$ cat config.mk
export PLATFORM = sky130hd
export DESIGN_NAME = horizontal_out_router
export DESIGN_NICKNAME = d
export VERILOG_FILES = /design/src/rtl/horizontal_out_router.sv
export SDC_FILE = /design/constraint.sdc
export NUM_CORES = 1
export LEC_CHECK = 0
export BUFFER_PORTS_ARGS = -buffer_cell sky130_fd_sc_hd__buf_4
export CAP_MARGIN = 10
export CELL_PAD_IN_SITES_DETAIL_PLACEMENT = 0
export CELL_PAD_IN_SITES_GLOBAL_PLACEMENT = 2
export CORE_MARGIN = 5
export CORE_UTILIZATION = 22
export CTS_BUF_LIST = sky130_fd_sc_hd__clkbuf_8
export CTS_CLUSTER_DIAMETER = 100
export CTS_CLUSTER_SIZE = 20
export DETAILED_ROUTE_END_ITERATION = 7
export PLACE_DENSITY_LB_ADDON = 0.2
export SLEW_MARGIN = 10
export SYNTH_ARGS = -nofsm -noshare
export SYNTH_HDL_FRONTEND = slang
export SYNTH_SLANG_ARGS = --single-unit
$ cat constraint.sdc
create_clock -name clk -period 1.34 [get_ports clk]
set_input_delay 0.268 -clock clk [delete_from_list [all_inputs] [get_ports clk]]
set_output_delay 0.268 -clock clk [all_outputs]
set_load 0.005 [all_outputs]
$ cat src/rtl/horizontal_out_router.sv
// Horizontal output router: steers two multiplier lanes onto ROM bank write
// codes, walking through four segments of SEG_LEN accepted beats per group.
// All outputs are registered with one cycle of latency.
module horizontal_out_router #(
   parameter int unsigned P_WIDTH  = 64,
   parameter int unsigned NUM_BANK = 8,
   parameter int unsigned SEG_LEN  = 4,
   parameter int unsigned GRP_W    = 8
) (
   input  logic                  clk,
   input  logic                  rst_n,
   input  logic                  clear,
   input  logic                  in_valid,
   input  logic [P_WIDTH-1:0]    mul0_in,
   input  logic [P_WIDTH-1:0]    mul1_in,
   output logic                  out_valid,
   output logic [P_WIDTH-1:0]    lane0_out,
   output logic [P_WIDTH-1:0]    lane1_out,
   output logic [2*NUM_BANK-1:0] bank_w,
   output logic [1:0]            seg_idx,
   output logic                  grp_done,
   output logic [GRP_W-1:0]      grp_cnt
);

   // SEG_LEN = 1 still needs a one-bit beat counter that simply stays at 0.
   localparam int unsigned BEAT_W = (SEG_LEN > 1) ? $clog2(SEG_LEN) : 1;
   localparam logic [BEAT_W-1:0] BEAT_LAST = BEAT_W'(SEG_LEN - 1);

   logic [BEAT_W-1:0]     beat_q;
   logic [1:0]            seg_q;
   logic                  accept;
   logic                  last_beat;
   logic [2*NUM_BANK-1:0] code;
   logic                  sel_l0;
   logic                  sel_l1;

   // A beat is taken only when valid and not being discarded by clear.
   always_comb begin
      accept    = in_valid & ~clear;
      last_beat = (seg_q == 2'd3) && (beat_q == BEAT_LAST);
   end

   // Per-bank write code for the current segment, plus which lanes are in use.
   always_comb begin
      code   = '0;
      sel_l0 = 1'b0;
      sel_l1 = 1'b0;
      for (int unsigned k = 0; k < NUM_BANK; k++) begin
         unique case (seg_q)
            2'd0: begin
               if (k == 0)          code[2*k +: 2] = 2'd1;
               else if (k % 2 == 0) code[2*k +: 2] = 2'd2;
            end
            2'd1: if (k % 2 == 1) code[2*k +: 2] = 2'd1;
            2'd2: if (k % 2 == 1) code[2*k +: 2] = 2'd2;
            2'd3: if (k != 0 && k % 2 == 0) code[2*k +: 2] = 2'd1;
            default: ;
         endcase
      end
      for (int unsigned k = 0; k < NUM_BANK; k++) begin
         if (code[2*k +: 2] == 2'd1) sel_l0 = 1'b1;
         if (code[2*k +: 2] == 2'd2) sel_l1 = 1'b1;
      end
   end

   // Position counters: clear wins over valid; gaps hold the position.
   always_ff @(posedge clk) begin
      if (!rst_n) begin
         beat_q <= '0;
         seg_q  <= '0;
      end else if (clear) begin
         beat_q <= '0;
         seg_q  <= '0;
      end else if (in_valid) begin
         if (beat_q == BEAT_LAST) begin
            beat_q <= '0;
            seg_q  <= seg_q + 2'd1;
         end else begin
            beat_q <= beat_q + BEAT_W'(1);
         end
      end
   end

   // Registered outputs; everything but seg_idx and grp_cnt returns to zero
   // after a cycle with no accepted beat.
   always_ff @(posedge clk) begin
      if (!rst_n) begin
         out_valid <= 1'b0;
         lane0_out <= '0;
         lane1_out <= '0;
         bank_w    <= '0;
         seg_idx   <= 2'd0;
         grp_done  <= 1'b0;
         grp_cnt   <= '0;
      end else begin
         out_valid <= accept;
         bank_w    <= accept ? code : '0;
         lane0_out <= (accept && sel_l0) ? mul0_in : '0;
         lane1_out <= (accept && sel_l1) ? mul1_in : '0;
         grp_done  <= accept && last_beat;
         if (accept) seg_idx <= seg_q;
         if (accept && last_beat) grp_cnt <= grp_cnt + GRP_W'(1);
      end
   end

endmodule

==> flow_summary_export.csv, run 1 <==
group,metric,value,unit
timing,max_freq,735,MHz
timing,rsz0062_at_grt,"yes",
floorplanning,ioPinCount,288,
yosys,yosysSeqAreaShare,67.1,%
critical_path,cp_data_arrival_time,1700,ps
critical_path,r2r_slack,-20,ps
routing,drtIter0Drc,59,
finish,final_cell_area,0.00879,mm²
hold_path,min_delay_path_depth,2,
global_route,grt_max_degree,33,
floorplanning,die_x,152,µm
finish,final-seq-area,0.00298,mm²
hold_path,worst_hold_path_type,"in -> reg",
critical_path,cp-end-kind,"flop",
timing,finalHoldViolCount,0,
finish,layout-drive-gt1-share,52.3,%
place,dp_hpwl,10300,µm
timing,tns,-272,ps
yosys,syn-instance-count,372,
clock_network,tritoncts_num_sinks,148,
yosys,ys_top_cells_by_area,"dfxtp_1, and2_1, ha_1, buf_4, mux2i_1",
global_route,grt_pass1_vias,4165,
yosys,synthDistinctLibCells,28,
yosys,yosys.area.top_type,"dfxtp_1",
floorplanning,start_util,22.6,%
yosys,synth_top_family_by_area,"simple AND/OR/NAND/NOR gates",
timing,period_share,102,%
place,pre_cts_ws,-218,ps
yosys,synth_top_area_share,67.1,%
floorplanning,core_area,0.0196,mm²
critical_path,cp.required,1680,ps
pwr,total_leakage_power,4.16,nW
floorplanning,die_h,152,µm
pwr,p_per_area,1060,mW/mm²
routing,antenna_left,0,
timing,setup_viol,27,
timing,drv_slew,0,
critical_path,worstPathCellList,"buf_6 > ha_4 > buf_12 > o21a_4 > and2_1",
timing,slew_headroom,57.3,%
floorplanning,dieArea,0.0230,mm²
clock_network,clk_path_buf_depth,2,
floorplanning,num_rows,51,
yosys,yosys.area_share.simple,22.9,%
yosys,syn-num-nets,512,
pwr,peakVddDrop,0.632,mV
yosys,yosys_warnings,0,
clock_network,clock_latency,430,ps
routing,drt_pass1_iterations,4,
critical_path,worstRegToRegCells,5,
critical_path,crit_path_start_kind,"flop",
finish,areaGrowthSynthToFinish,99.0,%
routing,wl,16100,µm
finish,nets,923,
yosys,ys_ff_latch,148,
place,dpl_cell_area,0.00694,mm²
place,port_buffers,286,
finish,n_fill_cell,1844,
yosys,netlist_area,0.00442,mm²
yosys,synth_mux_area_share,1.36,%
timing,worst_slack,-21.4,ps
clock_network,clkTransAtPathRegs,90,ps
flow_run,cap_violations,0,
timing,fin_hold_ws,41.2,ps
global_route,grt_pass1_wl,21900,µm
clock_network,cts_buffers,17,
finish,n_antenna_cell,0,
finish,final_cell_mix,"buf_4, dfxtp_1, and2_1",
clock_network,cts_tree,"done",
global_route,antenna_found_initial,0,
run_status,status,"complete, but fails checks",
yosys,syn_area_per_cell,11.9,µm²
clock_network,root_buffer,"clkbuf_8",
finish,final_common_cell,"buf_4",
yosys,synth_adder_area_share,2.27,%
yosys,synth_xor_area_share,0.396,%
critical_path,crit_slowest_cell,"dfxtp_4",
routing,wl_per_cell,15.1,µm
critical_path,cp_max_fo,16,
timing,finClkSkew,11.1,ps
routing,dr_total_vias,4028,
timing,worstMarginPinSlew,640,ps
place,finalWeightedCongestion,0.712,
run_status,violations,"setup timing",
finish,multi_input_area,0.00155,mm²
global_route,overflow,0,
clock_network,ctsHtreeMaxLevel,4,
routing,drc,0,
yosys,synth_compound_area_share,1.70,%
critical_path,crit_path_max_incr_delay,370,ps
routing,viasPerCell,3.80,
critical_path,crit_type,"reg -> reg",
global_route,track_usage,12.6,%
timing,finalCriticalPeriod,1360,ps
-- path summary, 6_finish.rpt --
kind / startpoint / endpoint
max: seg_q[1] / lane1_out[34]
min: mul0_in[15] / lane0_out[15]
max reg2reg: seg_q[1] / lane1_out[34]
min reg2reg: grp_cnt[7] / grp_cnt[7]
-- routing by layer --
metal | GRT usage [%] | routed length, µm | vias up
li1 | - | - | 1982
met1 | 12.9 | 5890 | 1834
met2 | 22.4 | 8030 | 202
met3 | 7.05 | 1970 | 10
met4 | 3.01 | 170 | 0
met5 | 0 | 0 | -
-- worst max-delay path: cells and delay by family (launching register included) --
family | cells | cell delay (ps)
flip-flops | 1 | 370
adder cells (fa/ha/maj) | 1 | 170
AND/OR/NAND/NOR | 1 | 170
buffers and inverters | 2 | 260
AO/OA/AOI/OAI | 1 | 280
-- Yosys cell counts --
| library cell | instances |
|---|---|
| nand2b_2 | 1 |
| mux2i_1 | 6 |
| nand4b_4 | 1 |
| clkbuf_1 | 7 |
| and2_1 | 132 |
| xnor2_1 | 1 |
| o21ai_0 | 3 |
| dfxtp_1 | 148 |
| xor2_1 | 1 |
| nand4_1 | 1 |
| o21a_4 | 1 |
| a21oi_1 | 6 |
| nor4_2 | 1 |
| nand3_1 | 3 |
| nand2b_1 | 2 |
| buf_4 | 13 |
| or3_1 | 3 |
| nand2_1 | 4 |
| and3b_1 | 1 |
| inv_1 | 6 |
| nor3_4 | 1 |
| nor2_1 | 9 |
| clkbuf_2 | 6 |
| ha_1 | 8 |
| buf_2 | 2 |
| o31ai_1 | 2 |
| or4_1 | 2 |
| conb_1 | 1 |
-- sequential cells by signal, indices dropped and copies added, names as in the netlist --
register	flops
lane0_out	64
seg_q	2
lane1_out	64
out_valid	1
grp_cnt	8
bank_w	4
beat_q	2
seg_idx	2
grp_done	1
-- area by class of cell --
type / count / share of cell area (%)
flip-flops and latches: 148 / 33.9
clock buffers: 17 / 2.66
clock inverters: 15 / 2.33
inverters: 6 / 0.256
multi-input cells: 196 / 17.6
repair buffers: 414 / 39.5
well taps: 265 / 3.77
-- what timing repair did --
action                                 CTS  global route
setup endpoints to repair              136           140
hold buffers                            81            15
pin swaps                               47            19
buffers inserted                         5             2
cloned                                   6             4
endpoints found under the hold margin   81            15
gates resized for setup                 25            48
-- per-stage QoR --
step | cells | util [%] | total power, mW
5_1_grt | 1061 | 44.9 | 9.72
3_5_place_dp | 917 | 35.4 | 5.27
6_report | 1061 | 44.9 | 9.31
4_1_cts | 1040 | 43.0 | 9.42
2_1_floorplan | 372 | - | 4.78
3_3_place_gp | 917 | 35.4 | 5.27
-- where the power goes --
group / switching, mW / total (mW) / internal [mW]
clock: 1.77 / 3.83 / 2.06
combinational: 0.278 / 0.952 / 0.675
sequential: 0.0317 / 4.53 / 4.50
total: 2.08 / 9.31 / 7.23
-- cells by family after synthesis --
group           Yosys count
fa+ha+maj                 8
other cells               1
mux                       6
flops                   148
simple gates            161
xor+xnor                  2
buf+inv                  34
compound gates           12
No activity file was read; power rests on OpenSTA's default activity.
==> run 2, diff against run 1 <==
--- a/config.mk
+++ b/config.mk
@@ -8,13 +8,14 @@
 export BUFFER_PORTS_ARGS = -buffer_cell sky130_fd_sc_hd__buf_4
 export CAP_MARGIN = 10
 export CELL_PAD_IN_SITES_DETAIL_PLACEMENT = 0
-export CELL_PAD_IN_SITES_GLOBAL_PLACEMENT = 2
+export CELL_PAD_IN_SITES_GLOBAL_PLACEMENT = 1
 export CORE_MARGIN = 5
-export CORE_UTILIZATION = 22
+export CORE_UTILIZATION = 28
 export CTS_BUF_LIST = sky130_fd_sc_hd__clkbuf_8
 export CTS_CLUSTER_DIAMETER = 100
 export CTS_CLUSTER_SIZE = 20
 export DETAILED_ROUTE_END_ITERATION = 7
+export HOLD_SLACK_MARGIN = 0.12
 export PLACE_DENSITY_LB_ADDON = 0.2
 export SLEW_MARGIN = 10
 export SYNTH_ARGS = -nofsm -noshare
==> run 2 against run 1 <==
The run still ends with setup timing left. Flip-flop and latch count stayed put. Final cell count fell by 1.6%. Worst hold slack improved by 150 ps. Non-clock buffer count grew 32. Clock skew increased by 2.5 ps. First-iteration DRC count increased by 64%. Critical endpoint is now grp_cnt[5]. Count of clock-buffer cells in the layout grew 2. Critical path depth is 1 lower. Setup slack worse by 13 ps.
==> flow_summary_export.csv, run 2 (synthesis results as in run 1) <==
group,metric,value,unit
run_status,status,"complete, but fails checks",
run_status,violations,"setup timing",
routing,antenna_left,0,
hold_path,hp-start,"clear",
global_route,track_usage,15.6,%
timing,slew_headroom,66.3,%
routing,drtIter0Drc,97,
timing,max_freq,728,MHz
timing,finalHoldViolCount,0,
critical_path,crit_type,"reg -> reg",
finish,final_common_cell,"buf_4",
timing,finClkSkew,13.6,ps
floorplanning,ioPinCount,288,
finish,utilization,57.7,%
place,port_buffers,286,
finish,layout-drive-gt1-share,48.2,%
timing,tns,-255,ps
pwr,power_frac_clock,40.5,%
critical_path,crit_start,"seg_q[1]",
floorplanning,die_h,136,µm
timing,fin_hold_ws,189,ps
critical_path,cp-end-kind,"flop",
pwr,seqPwrFrac,48.4,%
finish,final_cells,1044,
global_route,grt_pass1_vias,4187,
pwr,switching_share,21.4,%
flow_run,cap_violations,0,
hold_path,worst_hold_path_type,"in -> reg",
critical_path,r2r_slack,-30,ps
routing,drc,0,
timing,worstMarginPinSlew,505,ps
pwr,peakVddDrop,0.502,mV
clock_network,clock_latency,430,ps
critical_path,reg2reg_to,"grp_cnt[5]",
pwr,total_leakage_power,4.29,nW
clock_network,clkTransAtPathRegs,80,ps
finish,areaGrowthSynthToFinish,104,%
critical_path,cp_max_fo,5,
clock_network,tritoncts_num_sinks,148,
routing,dr_total_vias,4151,
timing,period_share,103,%
place,pre_cts_ws,-153,ps
timing,setup_viol,28,
clock_network,clk_path_buf_depth,2,
clock_network,cts_buffers,17,
critical_path,timing.rr.start,"seg_q[1]",
finish,nets,955,
pwr,p_sw,2.00,mW
pwr,combPwrFrac,11.1,%
critical_path,crit_path_start_kind,"flop",
timing,finalCriticalPeriod,1370,ps
pwr,p_per_area,1040,mW/mm²
floorplanning,start_util,28.2,%
finish,final_cell_area,0.00903,mm²
global_route,antenna_found_initial,0,
routing,wl,16200,µm
floorplanning,die_x,136,µm
place,dpl_cell_area,0.00684,mm²
clock_network,ctsHtreeMaxLevel,4,
hold_path,holdPathEnd,"seg_q[1]",
timing,worst_slack,-34.2,ps
floorplanning,core_area,0.0157,mm²
critical_path,cp.required,1710,ps
global_route,overflow,0,
clock_network,root_buffer,"clkbuf_8",
routing,wl_per_cell,15.5,µm
clock_network,cts_tree,"done",
critical_path,worstRegToRegCells,4,
finish,n_antenna_cell,0,
place,finalWeightedCongestion,0.762,
finish,largestRegisters,"lane0_out (64), lane1_out (64), grp_cnt (8)",
timing,rsz0062_at_grt,"yes",
routing,drt_pass1_iterations,4,
global_route,grt_max_degree,43,
floorplanning,num_rows,46,
finish,final_cell_mix,"buf_4, dfxtp_1, dlygate4sd3_1",
routing,viasPerCell,3.98,
critical_path,cp_data_arrival_time,1740,ps
global_route,grt_pass1_wl,21900,µm
timing,drv_slew,0,
pwr,p_int,7.36,mW
place,dp_cells,863,
place,dp_hpwl,10300,µm
floorplanning,dieArea,0.0184,mm²
hold_path,min_delay_path_depth,3,
pwr,power,9.36,mW
[run 2: changes by cell type in the layout (fill, tap and decap cells not counted), sizes merged]
cell,previous run,this run
clkinv,1,3
inv,13,9
clkbuf,18,23
dlygate4sd3,96,130
buf,317,312
[run 2: power by group through the flow]
stage	combinational (mW)	clock [mW]	sequential [mW]
after floorplan	0.133	0	4.65
after global placement	0.619	0	4.64
after detailed placement	0.627	0	4.64
after CTS	0.961	3.92	4.53
after global routing	1.11	4.12	4.54
final	1.04	3.79	4.53
[run 2: cell type report]
type | count | area [µm²]
fill | 1332 | 6630
multi-input combinational | 196 | 1490
clock buffer | 19 | 262
sequential | 148 | 2980
tap | 216 | 270
inverter | 6 | 25.0
timing repair buffer | 446 | 3820
clock inverter | 13 | 181
[run 2: layer usage]
layer | share of wire [%] | wire, µm | GRT usage (%) | up-vias
met3 | 7.2 | 1170 | 5.31 | 23
met2 | 54 | 8760 | 28.1 | 177
met5 | 0 | 0 | 0 | -
met4 | 2.1 | 337 | 7.05 | 0
li1 | - | - | - | 2042
met1 | 37 | 5950 | 16.3 | 1909
[run 2: how the worst max path moves through the flow]
stage / endpoint / slack, ps / depth (start not counted)
after global routing: grp_cnt[5] / -80 / 4
final: grp_cnt[5] / -30 / 4
after global placement: lane1_out[23] / -70 / 4
after CTS: lane0_out[38] / -40 / 5
after detailed placement: lane1_out[32] / -150 / 4
after floorplan: grp_cnt[6] / -4 / 4
[run 2: worst max-delay path, cell delays in order (launching register included)]
cell      delay, ps
dfxtp_4         400
ha_4            150
nand4b_4        130
or4_4           500
a21oi_2         130
[run 2: what timing repair did]
action | CTS | global route
gates resized for setup | 12 | 49
pin swaps | 12 | 25
endpoints found under the hold margin | 129 | 0
gates cloned | 2 | 11
endpoints found under the setup margin | 139 | 137
hold buffers | 130 | 0
buffers inserted | 2 | 4
